===== src/rtl/decoder_scan_pkg.sv =====
// ============================================================================
// Module  : decoder_scan_pkg
// Brief   : Shared state encoding and mode constants for decoder_scan.
// Revision: 1.0 - initial release
// ============================================================================
`default_nettype none

package decoder_scan_pkg;

  typedef enum logic [1:0] {
    IDLE = 2'd0,
    HOLD = 2'd1,
    SCAN = 2'd2
  } state_t;

  localparam logic MODE_HOLD = 1'b0;
  localparam logic MODE_SCAN = 1'b1;

endpackage : decoder_scan_pkg

`default_nettype wire


===== src/rtl/decoder_nto2n.sv =====
// ============================================================================
// Module  : decoder_nto2n
// Brief   : Combinational N-to-2^N active-high one-hot decoder, all-0 when En=0.
// Revision: 1.0 - initial release
// ============================================================================
`default_nettype none

module decoder_nto2n #(
  parameter int N = 4
) (
  input  logic           En,
  input  logic [N-1:0]   W,
  output logic [0:2**N-1] Y
);

  always_comb begin
    Y = '0;
    if (En) begin
      Y[W] = 1'b1;
    end
  end

endmodule : decoder_nto2n

`default_nettype wire


===== src/rtl/decoder_scan.sv =====
// ============================================================================
// Module  : decoder_scan
// Brief   : Registered N-to-2^N one-hot decoder with load/hold/scan sequencing.
// Revision: 1.0 - initial release
// ============================================================================
`default_nettype none

module decoder_scan
  import decoder_scan_pkg::*;
#(
  parameter int N          = 4,
  parameter bit ACTIVE_LOW = 1'b1
) (
  input  logic            Clock,
  input  logic            Reset,
  input  logic            En,
  input  logic            Clear,
  input  logic            Load,
  input  logic            Mode,
  input  logic [N-1:0]    W,
  input  logic [N-1:0]    Last,
  output logic [0:2**N-1] Y,
  output logic [N-1:0]    Idx,
  output logic            Wrap
);

  localparam logic [0:2**N-1] c_INACTIVE = {(2**N){ACTIVE_LOW}};

  state_t             r_state;
  state_t             w_state_nxt;
  logic [N-1:0]       r_idx;
  logic [N-1:0]       w_idx_nxt;
  logic               r_wrap;
  logic               w_wrap_nxt;
  logic [0:2**N-1]    r_y;
  logic [0:2**N-1]    w_dec;
  logic               w_dec_en;

  always_ff @(posedge Clock) begin
    if (Reset) begin
      r_state <= IDLE;
      r_idx   <= '0;
      r_wrap  <= 1'b0;
      r_y     <= c_INACTIVE;
    end else begin
      r_state <= w_state_nxt;
      r_idx   <= w_idx_nxt;
      r_wrap  <= w_wrap_nxt;
      r_y     <= w_dec ^ c_INACTIVE;
    end
  end

  // Wrap covers both the Last match and the natural 2^N-1 -> 0 rollover.
  always_comb begin
    w_state_nxt = r_state;
    w_idx_nxt   = r_idx;
    w_wrap_nxt  = 1'b0;
    if (Clear) begin
      w_state_nxt = IDLE;
      w_idx_nxt   = '0;
    end else if (Load) begin
      w_idx_nxt   = W;
      w_state_nxt = (Mode == MODE_SCAN) ? SCAN : HOLD;
    end else if ((r_state == SCAN) && En) begin
      w_idx_nxt  = (r_idx == Last) ? '0 : r_idx + N'(1);
      w_wrap_nxt = (w_idx_nxt == '0);
    end
  end

  assign w_dec_en = (w_state_nxt != IDLE) && En;

  decoder_nto2n #(
    .N (N)
  ) u_dec (
    .En (w_dec_en),
    .W  (w_idx_nxt),
    .Y  (w_dec)
  );

  assign Y    = r_y;
  assign Idx  = r_idx;
  assign Wrap = r_wrap;

endmodule : decoder_scan

`default_nettype wire


===== config.mk =====
export PLATFORM = sky130hd
export DESIGN_NAME = decoder_scan
export DESIGN_NICKNAME = d
export VERILOG_FILES = /design/src/rtl/decoder_scan_pkg.sv /design/src/rtl/decoder_nto2n.sv /design/src/rtl/decoder_scan.sv
export SDC_FILE = /design/constraint.sdc
export NUM_CORES = 1
export LEC_CHECK = 0
export ABC_CLOCK_PERIOD_IN_PS = 2250
export CELL_PAD_IN_SITES_DETAIL_PLACEMENT = 1
export CELL_PAD_IN_SITES_GLOBAL_PLACEMENT = 1
export CORE_ASPECT_RATIO = 0.7
export CORE_UTILIZATION = 25
export CTS_CLUSTER_DIAMETER = 150
export DETAILED_ROUTE_END_ITERATION = 8
export DONT_BUFFER_PORTS = 1
export PLACE_DENSITY = 0.49
export SYNTH_ARGS = -nofsm -noshare
export SYNTH_HDL_FRONTEND = slang
export SYNTH_HIERARCHICAL = 1
export SYNTH_SLANG_ARGS = --single-unit
export TNS_END_PERCENT = 5

===== constraint.sdc =====
create_clock -name Clock -period 2.25 [get_ports Clock]
set_clock_uncertainty 0.2 [all_clocks]
set_input_delay 0.45 -clock Clock [delete_from_list [all_inputs] [get_ports Clock]]
set_output_delay 0.45 -clock Clock [all_outputs]
set_load 0.02 [all_outputs]

-- Word-level counts from Yosys, hierarchy flattened
Cells that the tools add are included.
- equality and inequality tests: 2
- $add $sub $neg: 1
- bitwise logic cells: 3
- multiplexer cells: 10
- $lt $le $gt $ge: 2
- reductions and logical operators: 6
- operators by type and width (kind ; count):
    $mux W16 ; 1
    $mux W4 ; 4
    $not A16 Y16 ; 1
    $mux W2 ; 3
    $ge A5 B5 Y1 const B ; 1
    $lt A5 B1 Y1 const B ; 1
    $not A4 Y5 ; 1
    $add A4 B1 Y4 const B ; 1
    $demux W1 S4 ; 1
    $eq A4 B4 Y1 ; 1
    $logic_not A4 Y1 ; 1
    $reduce_or A4 Y1 ; 1
    $logic_and A1 B1 Y1 ; 3
    $eq A2 B2 Y1 const B ; 1
    $reduce_bool A2 Y1 ; 1
    $mux W1 ; 1
    $not A1 Y1 ; 1
- input bits: 14
- bits in registers: 23
- output and inout port bits: 21
- word-level logic and storage cells: 28

-- Logic depth before layout (Yosys ltp)
- depth after elaboration: 12
- mapped depth: 7
- gate-level depth less buffers: 7

-- By module
Netlist, hierarchy kept.
- modules (own cells, without submodules) (module ; sequential area each (um^2) ; area an instance (um^2) ; times used ; cells each):
    decoder_scan ; 460.4 ; 870.8 ; 1 ; 84
    decoder_nto2n ; 0.0 ; 120.1 ; 1 ; 23

-- Worst setup path after synthesis
OpenSTA, ideal clock, no wires.
- kind: register to register
- start: reg r_idx[0] (netlist: Idx[0])
- end: reg r_y, in the netlist Y[15]
- period minus slack after synthesis: 2.269 ns
- required time: 1.933 ns
- path buffers: 0
- arrival: 1.952 ns
- slack: -0.019 ns
- stages on the path, launching flop included: 8
- library setup time: 0.117 ns
- cell sequence: dfxtp_1 xor2_1 o41ai_2 o21ai_0 nor3b_1 nand2_1 nor2_1 nand2b_1
- longest elaborated chain between the ends: 12
- elaborated cells on any way between the ends: 14
- those cells by class: add/sub: 1; order compare: 2; eq/ne: 1; mux: 7; bitwise: 2; reduce/logical: 1
- ends and longest elaborated chain (what ; RTL line ; text):
    start: declaration ; decoder_scan.sv:31 ; logic [N-1:0] r_idx;
    start signal: assignment ; decoder_scan.sv:47 ; r_idx <= w_idx_nxt;
    $add A4 B1 Y4 / $eq A4 B4 Y1 (equally long branches) ; decoder_scan.sv:65 ; w_idx_nxt = (r_idx == Last) ? '0 : r_idx + N'(1);
    $mux W4 ; decoder_scan.sv:65 ;
    $mux W4 * ; decoder_scan.sv:64 ; end else if ((r_state == SCAN) && En) begin
    $mux W4 * ; decoder_scan.sv:61 ; end else if (Load) begin
    $mux W4 * ; decoder_scan.sv:58 ; if (Clear) begin
    via w_idx_nxt[0] ; decoder_scan.sv:32 ; logic [N-1:0] w_idx_nxt;
    $not A4 Y5 (not written as such) * ; decoder_nto2n.sv:19 ; Y[W] = 1'b1;
    $ge A5 B5 Y1 (not written as such) / $lt A5 B1 Y1 (equally long branches) ; decoder_nto2n.sv:19 ;
    $logic_and A1 B1 Y1 (not written as such) ; decoder_nto2n.sv:19 ;
    $mux W1 (not written as such) ; decoder_nto2n.sv:19 ;
    $demux W1 S4 * ; decoder_nto2n.sv:19 ;
    $mux W16 * ; decoder_nto2n.sv:18 ; if (En) begin
    via w_dec, one bit ; decoder_scan.sv:36 ; logic [0:2**N-1] w_dec;
    $not A16 Y16 (no line) * ; - ;
    end signal: assignment ; decoder_scan.sv:44 ; r_y <= c_INACTIVE;
    end signal: assignment ; decoder_scan.sv:49 ; r_y <= w_dec ^ c_INACTIVE;
    end: declaration ; decoder_scan.sv:35 ; logic [0:2**N-1] r_y;
Mark *: on every way through the listed nets, which the timed path passes. The rest lies on a longest branch.
A chain may end at the register's enable or synchronous reset.

-- Worst setup path after layout
- start: reg r_idx[0] (netlist: Idx[0])
- end: reg r_y, in the netlist Y[0]
- longest elaborated chain between the ends: 12
- elaborated cells on any way between the ends: 14
- those cells by class: add/sub: 1; order compare: 2; eq/ne: 1; mux: 7; bitwise: 2; reduce/logical: 1
- ends and longest elaborated chain (what ; RTL line):
    $add A4 B1 Y4 / $eq A4 B4 Y1 (equally long branches) ; decoder_scan.sv:65
    $mux W4 * ; decoder_scan.sv:65
    $mux W4 * ; decoder_scan.sv:64
    $mux W4 * ; decoder_scan.sv:61
    $mux W4 * ; decoder_scan.sv:58
    via w_idx_nxt[2] ; decoder_scan.sv:32
    $not A4 Y5 (not written as such) * ; decoder_nto2n.sv:19
    $ge A5 B5 Y1 (not written as such) / $lt A5 B1 Y1 (equally long branches) ; decoder_nto2n.sv:19
    $logic_and A1 B1 Y1 (not written as such) ; decoder_nto2n.sv:19
    $mux W1 (not written as such) ; decoder_nto2n.sv:19
    $demux W1 S4 * ; decoder_nto2n.sv:19
    $mux W16 * ; decoder_nto2n.sv:18
    via w_dec, one bit ; decoder_scan.sv:36
    $not A16 Y16 (no line) * ; -
Marked as above.

==> metrics <==
hold_buf cts=0; vias post-DR=754; post-synthesis cell area=991 um2; Total GRT Usage=0.123; Sw Pwr=0.182 mW; antenna violations before repair=0; Clock Power Share=0.338; Max Freq=450 MHz; grt ovf=0; Flop pwr share=0.554; Syn Nets=122; Synth Instances=107; fin crit share=0.987; r2r setup slk=0.03 ns; row count=18; antenna cells=0; Crit Reg-Reg Startpoint=Idx[0]; Hold Vio Cnt, Final=0; Pins Over Slew Limit=0; initial cell density of the core=0.272; syn avg cell area=9.26 um2; clk slew on worst S/H paths=0.09 ns; root buf cell=clkbuf_8; biggest area consumer among synthesized cells=dfxtp_1; DRT iter0 DRCs=32; HP Start=Load; layout cell share with drive strength beyond 1=0.271; largest net degree at the start of global routing=18; Min Hold Slack=0.0665 ns; Synth Area in Adders=0.0126; post-DP HPWL=1850 um; final instance area=1230 um2; largest family of logic cells by synthesized area=simple AND/OR/NAND/NOR gates; insertion delay to the later sink of the worst-skew pair=0.26 ns; YS warnings=6; crit path launch type=register; Synth top area share=0.465; DIE HEIGHT=54.7 um; Die W=77.3 um; Synth top cells by count=dfxtp_1, nand2b_1, nor2_1, nor3_1; CTS Buffer Depth=2; Hold Crit Class=in2reg; top-count cell post-synth=dfxtp_1; CTS tree=yes; register bit total from synthesis=23; max_cap viols=0; Comb power frac=0.108; RSZ-0062 raised after global routing=yes; Hold Path Stages=1; sequential area share after synthesis=0.465; ys async rst share=0; Final #Nets=134; core area=3650 um2; Cell Area, Placed=1110 um2; DRC=0; gp weighted congestion=0.819; power per cell area=615 nW/um2; EDFF count, synth=0; Area Overhead vs Synth=24.2%; Top-Level Pins=35; Routed Antenna Nets=0; Total Wirelength=2370 um; Least-Margin Pin Slew=0.477 ns; max_slew headroom=0.682; port bufs=0; mux share of post-synthesis cell area=0.0101; run status=completed; vias in the first global route=806; Synth Area in Simple Gates=0.360; Post-synth top flop=dfxtp_1; Compound-Gate Fraction of Synth Area=0.0770; Yosys cell types=30; CTS sink count=23; TritonCTS buffer count=3; final setup margin=0.0283 ns; Hold EP=Wrap; Inst Count DP=163; Critical Path RT=2.21 ns; internal power=0.575 mW; Vias/cell=4.49; DRT Pass-1 Iters=4; Total Power=0.757 mW; Critical Path End Type=register; die area=4220 um2; final setup vio count=0; CP arrival=2.19 ns; Synth area leaders=dfxtp_1, nand2b_1, nor2_1; Tmin final=2.22 ns; CP startpoint=Idx[0]; worst-path maximum fanout=4; wire per inst=14.1 um; Setup CP Type=reg2reg; DP Worst Slack=-0.141 ns; Leakage=0.415 nW; CTS HTree Levels=1; first-pass GRT wire length=3890 um; Layout Cells excl Fill=168; RR Endpoint=Y[0]; worst r2r path cells=7; Worst VDD drop=0.245 mV; Sw Ratio=0.240; Synth Area in XOR/XNOR=0.0530
## worst max-delay path by stage
stage / slack [ns] / depth (start not counted) / to
2_1_floorplan: 0.03 / 7 / Y[0]
5_1_grt: -0.08 / 7 / Y[0]
4_1_cts: -0.03 / 7 / Y[0]
3_3_place_gp: -0.12 / 7 / Y[0]
6_report: 0.03 / 7 / Y[0]
3_5_place_dp: -0.14 / 7 / Y[0]
## metal layers
layer / vias to the layer above / track usage / wire length (um)
met3: 0 / 0.0533 / 154
met1: 357 / 0.156 / 1210
met2: 16 / 0.198 / 1010
met5: - / 0 / 0
met4: 0 / 0.0189 / 0
li1: 381 / - / -
## kinds of logic (layout without fill, tap and decap cells)
logic type / count (synthesis) / after routing
AOI/OAI and AO/OA: 9 / 9
xor gates and xnor gates: 6 / 6
adders and majority gates: 1 / 1
buffers and inverters: 4 / 15
DFF: 23 / 23
muxes: 1 / 1
and+or+nand+nor: 63 / 63
## power groups by stage
stage / clock network [mW] / registers (mW) / logic (mW)
finish: 0.256 / 0.419 / 0.0817
global route: 0.288 / 0.420 / 0.0894
CTS: 0.272 / 0.419 / 0.0725
detailed placement: 0 / 0.428 / 0.0711
global placement: 0 / 0.428 / 0.0701
floorplan: 0 / 0.431 / 0.0514
## cell type report
class / instances / area, um2
fill: 423 / 2420
clock inverter: 1 / 5.00
clock buffer: 3 / 41.3
tap: 50 / 62.6
multi-input combinational: 80 / 577
sequential: 23 / 467
timing repair buffer: 10 / 75.1
inverter: 1 / 3.75
## worst max-delay path, stage by stage (launching register included)
cell and delay [ns]:
dfxtp_4 0.37, xor2_2 0.20, o41ai_4 0.45, o311a_1 0.25, nor2_2 0.06, or3b_4 0.41, nor3_4 0.12, nand2b_1 0.06
## sequential cells by signal (all words and copies together), names as in the netlist
| register | count |
|---|---|
| Y | 16 |
| Idx | 4 |
| r_state | 2 |
| Wrap | 1 |
## through the flow
| stage | TNS [ns] | utilization |
|---|---|---|
| final | 0 | 0.337 |
| after global routing | -0.263 | 0.337 |
| after CTS | -0.0250 | 0.319 |
| after detailed placement | -0.610 | 0.303 |
| after global placement | -0.433 | 0.303 |
| after floorplan | 0 | - |
## timing repair
item	CTS	global route
buffers inserted	0	1
setup endpoints to repair	8	15
pin swaps	2	4
resized for setup	4	10
## cell usage in the layout (no fill, tap or decap), types with 2 or more instances in the layout
master    synthesis  final
nor2_1           17     15
nor3b_1           3      2
dfxtp_2           0      2
xor2_2            0      4
nor2_2            1      3
nor2b_1           2      2
nor3_1            6      5
nand2_1           3      3
clkbuf_8          0      3
nand3_1           2      2
nand2b_1         18     18
buf_4             0     10
nor4_1            2      2
nand3b_1          5      5
dfxtp_1          23     20
a21oi_1           2      2
(Power assumes the default switching activity.)
